`src/rtl/prog_loader_pkg.sv`:
```
// Shared types and constants for the UART boot-image frame loader.
// Frame layout: magic byte, 16-bit little-endian word count, data words, 8-bit checksum.
package prog_loader_pkg;

    localparam int PROG_BYTE_W    = 8;
    localparam int PROG_WORD_W    = 32;
    localparam int PROG_CNT_W     = 16;
    localparam int PROG_ADDR_W    = 12;
    localparam int PROG_MAX_WORDS = 1024;

    localparam logic [PROG_BYTE_W-1:0] PROG_MAGIC = 8'hA5;

    typedef enum logic [2:0] {
        ST_IDLE  = 3'd0,
        ST_MAGIC = 3'd1,
        ST_LEN0  = 3'd2,
        ST_LEN1  = 3'd3,
        ST_DATA  = 3'd4,
        ST_CSUM  = 3'd5,
        ST_DONE  = 3'd6,
        ST_ERROR = 3'd7
    } prog_state_e;

    // States in which a frame is being received (busy, core held).
    function automatic logic is_loading(input prog_state_e st);
        return (st == ST_MAGIC) || (st == ST_LEN0) || (st == ST_LEN1) ||
               (st == ST_DATA)  || (st == ST_CSUM);
    endfunction

endpackage

```
`src/rtl/prog_byte_packer.sv`:
```
// Little-endian byte-to-word assembler with an 8-bit modulo-256 running sum.
// word_valid/word are combinational on the 4th byte so the caller can register the write.
module prog_byte_packer
    import prog_loader_pkg::*;
(
    input  logic                   clk_i,
    input  logic                   rst_i,
    input  logic                   clear,
    input  logic                   byte_valid,
    input  logic [PROG_BYTE_W-1:0] byte_in,
    output logic                   word_valid,
    output logic [PROG_WORD_W-1:0] word,
    output logic [PROG_BYTE_W-1:0] sum
);

    logic [1:0]  cnt_r;
    logic [23:0] low_r;
    logic [7:0]  sum_r;

    assign word_valid = byte_valid && (cnt_r == 2'd3);
    assign word       = {byte_in, low_r};
    assign sum        = sum_r;

    // Byte position counter, lower-byte capture and running checksum.
    always_ff @(posedge clk_i) begin
        if (rst_i || clear) begin
            cnt_r <= 2'd0;
            low_r <= 24'd0;
            sum_r <= 8'd0;
        end else if (byte_valid) begin
            cnt_r <= cnt_r + 2'd1;
            sum_r <= sum_r + byte_in;
            case (cnt_r)
                2'd0:    low_r[7:0]   <= byte_in;
                2'd1:    low_r[15:8]  <= byte_in;
                2'd2:    low_r[23:16] <= byte_in;
                default: low_r        <= low_r;
            endcase
        end
    end

endmodule

```
`src/rtl/prog_frame_loader.sv`:
```
// UART boot-image loader: parses the frame, writes ICCM words, holds the core in reset
// until a good frame completes. Optional inter-byte timeout: define PROG_TIMEOUT_EN.
module prog_frame_loader
    import prog_loader_pkg::*;
#(
    parameter int                     AddrWidth     = PROG_ADDR_W,
    parameter int                     MaxWords      = PROG_MAX_WORDS,
    parameter logic [PROG_BYTE_W-1:0] Magic         = PROG_MAGIC,
    parameter int                     TimeoutCycles = 1000000
) (
    input  logic                   clk_i,
    input  logic                   rst_i,
    input  logic                   prog_i,
    input  logic                   rx_dv_i,
    input  logic [PROG_BYTE_W-1:0] rx_byte_i,
    output logic                   we_o,
    output logic [AddrWidth-1:0]   addr_o,
    output logic [PROG_WORD_W-1:0] wdata_o,
    output logic                   reset_no,
    output logic                   busy_o,
    output logic                   done_o,
    output logic                   err_o
);

    prog_state_e             state_r, state_next;
    logic                    prog_r;
    logic [PROG_CNT_W-1:0]   count_r, count_next;
    logic [PROG_CNT_W-1:0]   wcnt_r, wcnt_next;
    logic [PROG_BYTE_W-1:0]  len_lo_r, len_lo_next;
    logic [PROG_CNT_W-1:0]   len_s;
    logic                    we_next;
    logic                    start_s, abort_s, timeout_s, byte_s;
    logic                    clear_s, pack_valid_s, word_valid_s;
    logic [PROG_WORD_W-1:0]  word_s;
    logic [PROG_BYTE_W-1:0]  sum_s;

    assign start_s      = prog_i && !prog_r && !is_loading(state_r);
    assign abort_s      = prog_r && !prog_i && is_loading(state_r);
    assign byte_s       = rx_dv_i && !abort_s && !timeout_s;
    assign clear_s      = start_s;
    assign pack_valid_s = byte_s && (state_r == ST_DATA);
    assign len_s        = {rx_byte_i, len_lo_r};

`ifdef PROG_TIMEOUT_EN
    logic [31:0] tmo_r;

    // Idle-cycle counter, restarted by any byte and whenever no frame is in progress.
    always_ff @(posedge clk_i) begin
        if (rst_i || !is_loading(state_r) || rx_dv_i) begin
            tmo_r <= 32'd0;
        end else begin
            tmo_r <= tmo_r + 32'd1;
        end
    end

    assign timeout_s = is_loading(state_r) && !rx_dv_i && (tmo_r == 32'(TimeoutCycles - 1));
`else
    logic unused_tmo_s;
    assign unused_tmo_s = (TimeoutCycles == 0);
    assign timeout_s    = 1'b0;
`endif

    prog_byte_packer u_packer (
        .clk_i      (clk_i),
        .rst_i      (rst_i),
        .clear      (clear_s),
        .byte_valid (pack_valid_s),
        .byte_in    (rx_byte_i),
        .word_valid (word_valid_s),
        .word       (word_s),
        .sum        (sum_s)
    );

    // Next-state and frame-field decode.
    always_comb begin
        state_next  = state_r;
        count_next  = count_r;
        wcnt_next   = wcnt_r;
        len_lo_next = len_lo_r;
        we_next     = 1'b0;
        case (state_r)
            ST_IDLE, ST_DONE, ST_ERROR: begin
                if (start_s) begin
                    state_next = ST_MAGIC;
                    wcnt_next  = 16'd0;
                    count_next = 16'd0;
                end else begin
                    state_next = state_r;
                end
            end
            ST_MAGIC: begin
                if (byte_s && (rx_byte_i == Magic)) state_next = ST_LEN0;
                else                                state_next = ST_MAGIC;
            end
            ST_LEN0: begin
                if (byte_s) begin
                    len_lo_next = rx_byte_i;
                    state_next  = ST_LEN1;
                end else begin
                    state_next  = ST_LEN0;
                end
            end
            ST_LEN1: begin
                if (byte_s) begin
                    count_next = len_s;
                    if (len_s == 16'd0)              state_next = ST_CSUM;
                    else if (len_s > 16'(MaxWords))  state_next = ST_ERROR;
                    else                             state_next = ST_DATA;
                end else begin
                    state_next = ST_LEN1;
                end
            end
            ST_DATA: begin
                if (word_valid_s) begin
                    we_next   = 1'b1;
                    wcnt_next = wcnt_r + 16'd1;
                    if ((wcnt_r + 16'd1) == count_r) state_next = ST_CSUM;
                    else                             state_next = ST_DATA;
                end else begin
                    state_next = ST_DATA;
                end
            end
            ST_CSUM: begin
                if (byte_s) state_next = (rx_byte_i == sum_s) ? ST_DONE : ST_ERROR;
                else        state_next = ST_CSUM;
            end
            default: state_next = ST_IDLE;
        endcase
        if (abort_s || timeout_s) begin
            state_next = ST_ERROR;
        end else begin
            state_next = state_next;
        end
    end

    // State, counters and registered outputs; prog_r resets high so a level held
    // through reset does not start a load on its own.
    always_ff @(posedge clk_i) begin
        if (rst_i) begin
            state_r  <= ST_IDLE;
            prog_r   <= 1'b1;
            count_r  <= 16'd0;
            wcnt_r   <= 16'd0;
            len_lo_r <= 8'd0;
            we_o     <= 1'b0;
            addr_o   <= '0;
            wdata_o  <= 32'd0;
            reset_no <= 1'b1;
            busy_o   <= 1'b0;
            done_o   <= 1'b0;
            err_o    <= 1'b0;
        end else begin
            state_r  <= state_next;
            prog_r   <= prog_i;
            count_r  <= count_next;
            wcnt_r   <= wcnt_next;
            len_lo_r <= len_lo_next;
            we_o     <= we_next;
            if (we_next) begin
                addr_o  <= wcnt_r[AddrWidth-1:0];
                wdata_o <= word_s;
            end
            busy_o   <= is_loading(state_next);
            reset_no <= !(is_loading(state_next) || (state_next == ST_ERROR));
            done_o   <= (state_next == ST_DONE);
            err_o    <= (state_next == ST_ERROR);
        end
    end

endmodule
```
`config.mk`:
```
export PLATFORM = sky130hd
export DESIGN_NAME = prog_frame_loader
export DESIGN_NICKNAME = d
export VERILOG_FILES = /design/src/rtl/prog_loader_pkg.sv /design/src/rtl/prog_byte_packer.sv /design/src/rtl/prog_frame_loader.sv
export SDC_FILE = /design/constraint.sdc
export NUM_CORES = 1
export LEC_CHECK = 0
export ABC_CLOCK_PERIOD_IN_PS = 3610
export BUFFER_PORTS_ARGS = -buffer_cell sky130_fd_sc_hd__buf_2
export CAP_MARGIN = 40
export CORE_ASPECT_RATIO = 1.25
export CORE_MARGIN = 3
export CORE_UTILIZATION = 35
export CTS_CLUSTER_DIAMETER = 40
export DETAILED_ROUTE_END_ITERATION = 12
export GPL_TIMING_DRIVEN = 0
export PLACE_DENSITY = 0.58
export RECOVER_POWER = 25
export REMOVE_ABC_BUFFERS = 1
export SYNTH_ARGS = -nofsm -noshare
export SYNTH_HDL_FRONTEND = slang
export SYNTH_HIERARCHICAL = 1
export SYNTH_SLANG_ARGS = --single-unit
export TNS_END_PERCENT = 5
```
`constraint.sdc`:
```
create_clock -name clk_i -period 3.61 [get_ports clk_i]
set_clock_uncertainty 0.1 [all_clocks]
set_input_delay 0.1805 -clock clk_i [delete_from_list [all_inputs] [get_ports clk_i]]
set_output_delay 0.1805 -clock clk_i [all_outputs]
set_load 0.005 [all_outputs]
```
### After elaboration in Yosys (flattened, before gate mapping)

Index checks and enable logic that the tools add are counted.

| word-level totals | value |
|---|---|
| logic and storage cells | 98 |
| register bits | 127 |
| input bits | 12 |

| operators by class | value |
|---|---|
| order comparisons | 1 |
| $add $sub $neg | 3 |
| reductions and logical operators | 35 |
| mux-type cells | 19 |
| eq/ne operators | 23 |

Operators by type and width:

| operator | number |
|---|---|
| $pmux 16 s2 | 2 |
| $mux 16 | 3 |
| $eq 3x3->1 const B | 8 |
| $pmux 3 s6 | 1 |
| $add 16x1->16 const B | 1 |
| $eq 16x16->1 | 1 |
| $gt 16x11->1 const B | 1 |
| $logic_not 16->1 | 1 |
| $eq 3x2->1 const B | 4 |
| $mux 3 | 4 |
| $logic_or 1x1->1 | 10 |
| $add 8x8->8 | 1 |
| $eq 8x8->1 | 1 |
| $eq 8x8->1 const B | 1 |
| $logic_and 1x1->1 | 8 |
| $mux 2 | 4 |
| $reduce_and 2->1 | 4 |
| $eq 3x1->1 const B | 2 |
| $reduce_and 3->1 | 2 |
| $logic_not 1->1 | 5 |
| $mux 1 | 5 |
| $eq 2x2->1 const B | 2 |
| $ne 2x1->1 const B | 2 |
| $reduce_bool 2->1 | 2 |
| 6 further kinds | 6 |

### Logic depth before layout (Yosys ltp)

| depth | value |
|---|---|
| depth after elaboration | 20 |
| depth in mapped cells | 13 |

### By module

The synthesis kept the hierarchy.

By module, submodules not included:

| module | area each (um^2) | sequential area each (um^2) | cells each | times used |
|---|---|---|---|---|
| prog_frame_loader | 4355.4 | 1861.8 | 554 | 1 |
| prog_byte_packer | 1637.8 | 680.7 | 198 | 1 |

### Least setup slack after synthesis

OpenSTA, ideal clock, no wires.

| timing | value |
|---|---|
| path type | register -> register |
| from | register state_r[2] |
| to | register done_o |
| buffers on the path | 4 |
| setup slack | -0.070 ns |
| arrival | 3.464 ns |
| library setup time | 0.116 ns |
| required time | 3.394 ns |
| stages on the path, launching flop included | 14 |
| clock period less this slack | 3.680 ns |
| path through | dfxtp_1 > clkbuf_1 > inv_1 > nor4_1 > buf_2 > clkbuf_1 > and2_1 > nand4bb_1 > clkbuf_1 > a2111oi_0 > and3_1 > o2111ai_1 > or4_4 > and4_1 |

| on the way | value |
|---|---|
| longest elaborated chain between the ends | 14 |

RTL lines:

| element | line | text |
|---|---|---|
| start, declared | prog_frame_loader.sv:25 | `prog_state_e state_r, state_next;` |
| start signal, assigned | prog_frame_loader.sv:153 | `state_r <= state_next;` |
| $eq 3x1->1 / $eq 3x2->1 (equally long branches) | prog_loader_pkg.sv:26 | `return (st == ST_MAGIC) \|\| (st == ST_LEN0) \|\| (st == ST_LEN1) \|\|` |
| $logic_or 1x1->1 (3 in series) | prog_loader_pkg.sv:26 |  |
| $logic_or 1x1->1 | prog_loader_pkg.sv:27 | `(st == ST_DATA) \|\| (st == ST_CSUM);` |
| $logic_and 1x1->1 | prog_frame_loader.sv:38 | `assign abort_s = prog_r && !prog_i && is_loading(state_r);` |
| $logic_not 1->1 | prog_frame_loader.sv:39 | `assign byte_s = rx_dv_i && !abort_s && !timeout_s;` |
| $logic_and 1x1->1 | prog_frame_loader.sv:39 |  |
| $logic_and 1x1->1 * | prog_frame_loader.sv:41 | `assign pack_valid_s = byte_s && (state_r == ST_DATA);` |
| named net pack_valid_s | prog_frame_loader.sv:33 | `logic clear_s, pack_valid_s, word_valid_s;` |
| $logic_and 1x1->1 * | prog_byte_packer.sv:20 | `assign word_valid = byte_valid && (cnt_r == 2'd3);` |
| named net word_valid_s | prog_frame_loader.sv:33 |  |
| $mux 3 * | prog_frame_loader.sv:114 | `if (word_valid_s) begin` |
| $pmux 3 s6 * | prog_frame_loader.sv:81 | `case (state_r)` |
| $mux 3 * | prog_frame_loader.sv:129 | `if (abort_s \|\| timeout_s) begin` |
| $eq 3x3->1 * | prog_frame_loader.sv:165 | `done_o <= (state_next == ST_DONE);` |
| end signal, assigned | prog_frame_loader.sv:165 |  |
| end, declared | prog_frame_loader.sv:21 | `output logic done_o,` |

The timed path passes the listed nets; every way through them passes the cells marked *.
A chain may end at the register's enable or synchronous reset.

### Final worst setup path

| timing | value |
|---|---|
| from | register state_r[0] |
| to | register done_o |

The elaborated chain is that of the path after synthesis.

==> impl_metrics.csv <==
group,metric,value,unit
cells_and_area,fin_cells,1013,
floorplanning,dieArea,18740,sq um
synthesis,yosysMostFrequentCell,"nand2_1",
setup_path,crit_fanout,26,
outcome,status,"finished clean",
sta,period_minus_slack,3314,ps
place,dp_hpwl,9625,um
setup_path,critPathCaptureType,"register",
setup_path,cp_slowest_cell,"or4_4",
place,dpl.cell_count,977,
sta,finalSetupViolations,0,
setup_path,cp_cell_sequence,"nor3_2 -> o31ai_1 -> nor4_4 -> and2_4 -> nand4bb_4 -> buf_12 -> a2111oi_1 -> and3_1 -> o2111ai_1 -> or4_4 -> and4_1",
grt,grt_pass1_wl,24680,um
synthesis,syn_area,5993,sq um
cts,clock_path_buffers,2,
cells_and_area,multi_input_area,3171,sq um
cts,clockRootBuffer,"clkbuf_16",
floorplanning,die_h,152.3,um
synthesis,synth_edf_count,0,
route,vias_per_cell,5.217,
route,drc,0,
setup_path,arrival,3530,ps
floorplanning,die_w,123.0,um
sta,finalMaxSlewViolations,0,
route,ant_nets,0,
grt,grt_max_degree,73,
place,globalplace.congestion,0.8153,
cells_and_area,layout.area.seq,2545,sq um
setup_path,slowest_delay,550,ps
cells_and_area,drive_above_1_share,11.79,%
synthesis,yosys_warnings,6,
cts,cts_num_sinks,127,
setup_path,critPathKind,"reg -> reg",
floorplanning,core.rowCount,52,
synthesis,synthCells,752,
grt,grtUsageTotal,16.29,%
grt,grt_pass1_vias,4978,
setup_path,cp-start-kind,"register",
place,port_buffers,60,
pwr,finalPower,3.678,mW
sta,slew-limit-headroom,40.41,%
setup_path,path_depth,11,
synthesis,async_reset_ff_share,0,%
pwr,leakage,2.486,nW
cts,clk_pin_slew,60,ps
grt,gr-total-overflow,0,
cts,htreeDepth,4,
floorplanning,initial_core_util,36.41,%
cells_and_area,nFillCells,1688,
synthesis,synth_ff_type,"dfxtp_1",
synthesis,synthTopCellsByCount,"162 x nand2_1, 127 x dfxtp_1, 108 x a21oi_1",
cells_and_area,fin_util,42.79,%
cts,cts_tree,"built",
floorplanning,io_pins,61,
synthesis,ys_seq_elements,127,
route,vias,5285,
cells_and_area,syn_to_final_growth,17.54,%
pwr,power.density,522.1,nW/um^2
cts,numCtsBuffers,17,
sta,hold_viol_final,0,
synthesis,synth_top_cells_by_area,"dfxtp_1 42%, nand2_1 10%, a21oi_1 9.0%, nand3_1 3.8%, xnor2_1 2.9%",
cts,clock_latency,420,ps
sta,timing.final.crit_share,91.81,%
sta,worst_slew_pin_slew,890.6,ps
hold_path,hold_path_class,"in -> reg",
sta,hold_slack,13.12,ps
route,dr.first_iter.drc_count,328,
setup_path,r2r_cells,11,
job,maxCapViolCount,0,
route,wirelength,14880,um
place,place_area,6439,sq um
synthesis,syn-mean-instance-area,7.970,sq um
sta,max_freq,301.7,MHz
synthesis,synth_top_area_cell,"dfxtp_1",
cells_and_area,design_area,7044,sq um
cells_and_area,antenna_cells,0,
synthesis,synthDistinctLibCells,69,
floorplanning,core_area,16460,sq um
synthesis,seq_area_frac_synth,42.42,%
route,wl_per_cell,14.69,um
route,firstDrtPassIters,5,
setup_path,crit_required,3820,ps
synthesis,synth_top_area_share,42.42,%
pwr,ir_drop,0.3084,mV
setup_path,critical_path_buf_inv_count,1,
grt,antenna_found_initial,0,
sta,rsz0062_at_grt,"false",
cells_and_area,fin_nets,809,
hold_path,whs_path_depth,2,
setup_path,path_delay_family,"simple AND/OR/NAND/NOR gates",
[metrics by stage]
stage | setup TNS, ps | setup slack, ps
after floorplan | -221420 | -3799
after global placement | -511150 | -7293
after detailed placement | -1121 | -433.9
after CTS | 0 | 41.07
after global routing | 0 | 90.77
final | 0 | 295.8
[cells by family (layout without fill, tap and decap cells)]
group                      Yosys count  in the layout  share of synthesized area [%]
and+or+nand+nor                    318            318                          25.11
buffers and inverters               73            118                          5.365
xor gates and xnor gates            30             30                          4.614
AOI/OAI and AO/OA                  178            178                          17.47
muxes                               13             13                          2.171
DFF                                127            127                          42.42
adders and majority gates           13             13                          2.839
[area by class of cell]
type                            count  share of cell area [%]
Clock buffer                       21                   6.536
Clock inverter                     11                   1.528
Multi-Input combinational cell    552                   45.01
Tap cell                          216                   3.837
Sequential cell                   127                   36.13
Timing Repair Buffer               73                   6.270
Inverter                           13                  0.6927
[cell usage in the layout (no fill, tap or decap), drive strengths merged, types with 11 or more instances in the layout]
| master | count |
|---|---|
| buf | 45 |
| nand2 | 162 |
| mux2i | 13 |
| xnor2 | 20 |
| nand3 | 49 |
| a21oi | 109 |
| dfxtp | 127 |
| clkbuf | 48 |
| nor2b | 11 |
| inv | 16 |
| o21ai | 20 |
| nor2 | 37 |
| ha | 12 |
[repair_timing]
action,in CTS,in global routing
buffers inserted,1,1
resized for setup,5,1
setup endpoints to repair,4,3
hold buffers,1,0
hold endpoints to repair,1,0
pin swaps,1,0
gates cloned,0,1
[flip-flops by register name, indices dropped and copies added (netlist names)]
name,cells
wdata_o,32
done_o,1
u_packer/sum,8
we_o,1
wcnt_r,16
u_packer/low_r,24
addr_o,12
u_packer/cnt_r,2
reset_no,1
prog_r,1
state_r,3
busy_o,1
len_lo_r,8
err_o,1
count_r,16
[routing by layer]
| metal | vias up | GRT usage (%) | routed length (um) |
|---|---|---|---|
| met1 | 2491 | 20.41 | 6655 |
| li1 | 2679 | - | - |
| met5 | - | 0 | 0 |
| met3 | 23 | 3.639 | 535 |
| met4 | 0 | 6.121 | 274 |
| met2 | 92 | 27.10 | 7412 |
[power by group]
group	switching [mW]	internal [mW]
clock	0.650	0.988
sequential	0.0794	1.46
combinational	0.296	0.205
total	1.03	2.65
[final timing paths]
kind / start / slack [ps] / end
setup reg to reg: state_r[0]$_SDFF_PP0_ / 300 / done_o$_SDFF_PP0_
setup / recovery: state_r[0]$_SDFF_PP0_ / 300 / done_o$_SDFF_PP0_
hold reg to reg: u_packer/low_r[13]$_SDFFE_PP0P_ / 350 / wdata_o[13]$_SDFFE_PP0P_
hold / removal: rst_i / 10 / we_o$_SDFF_PP0_
(Power assumes the default switching activity.)
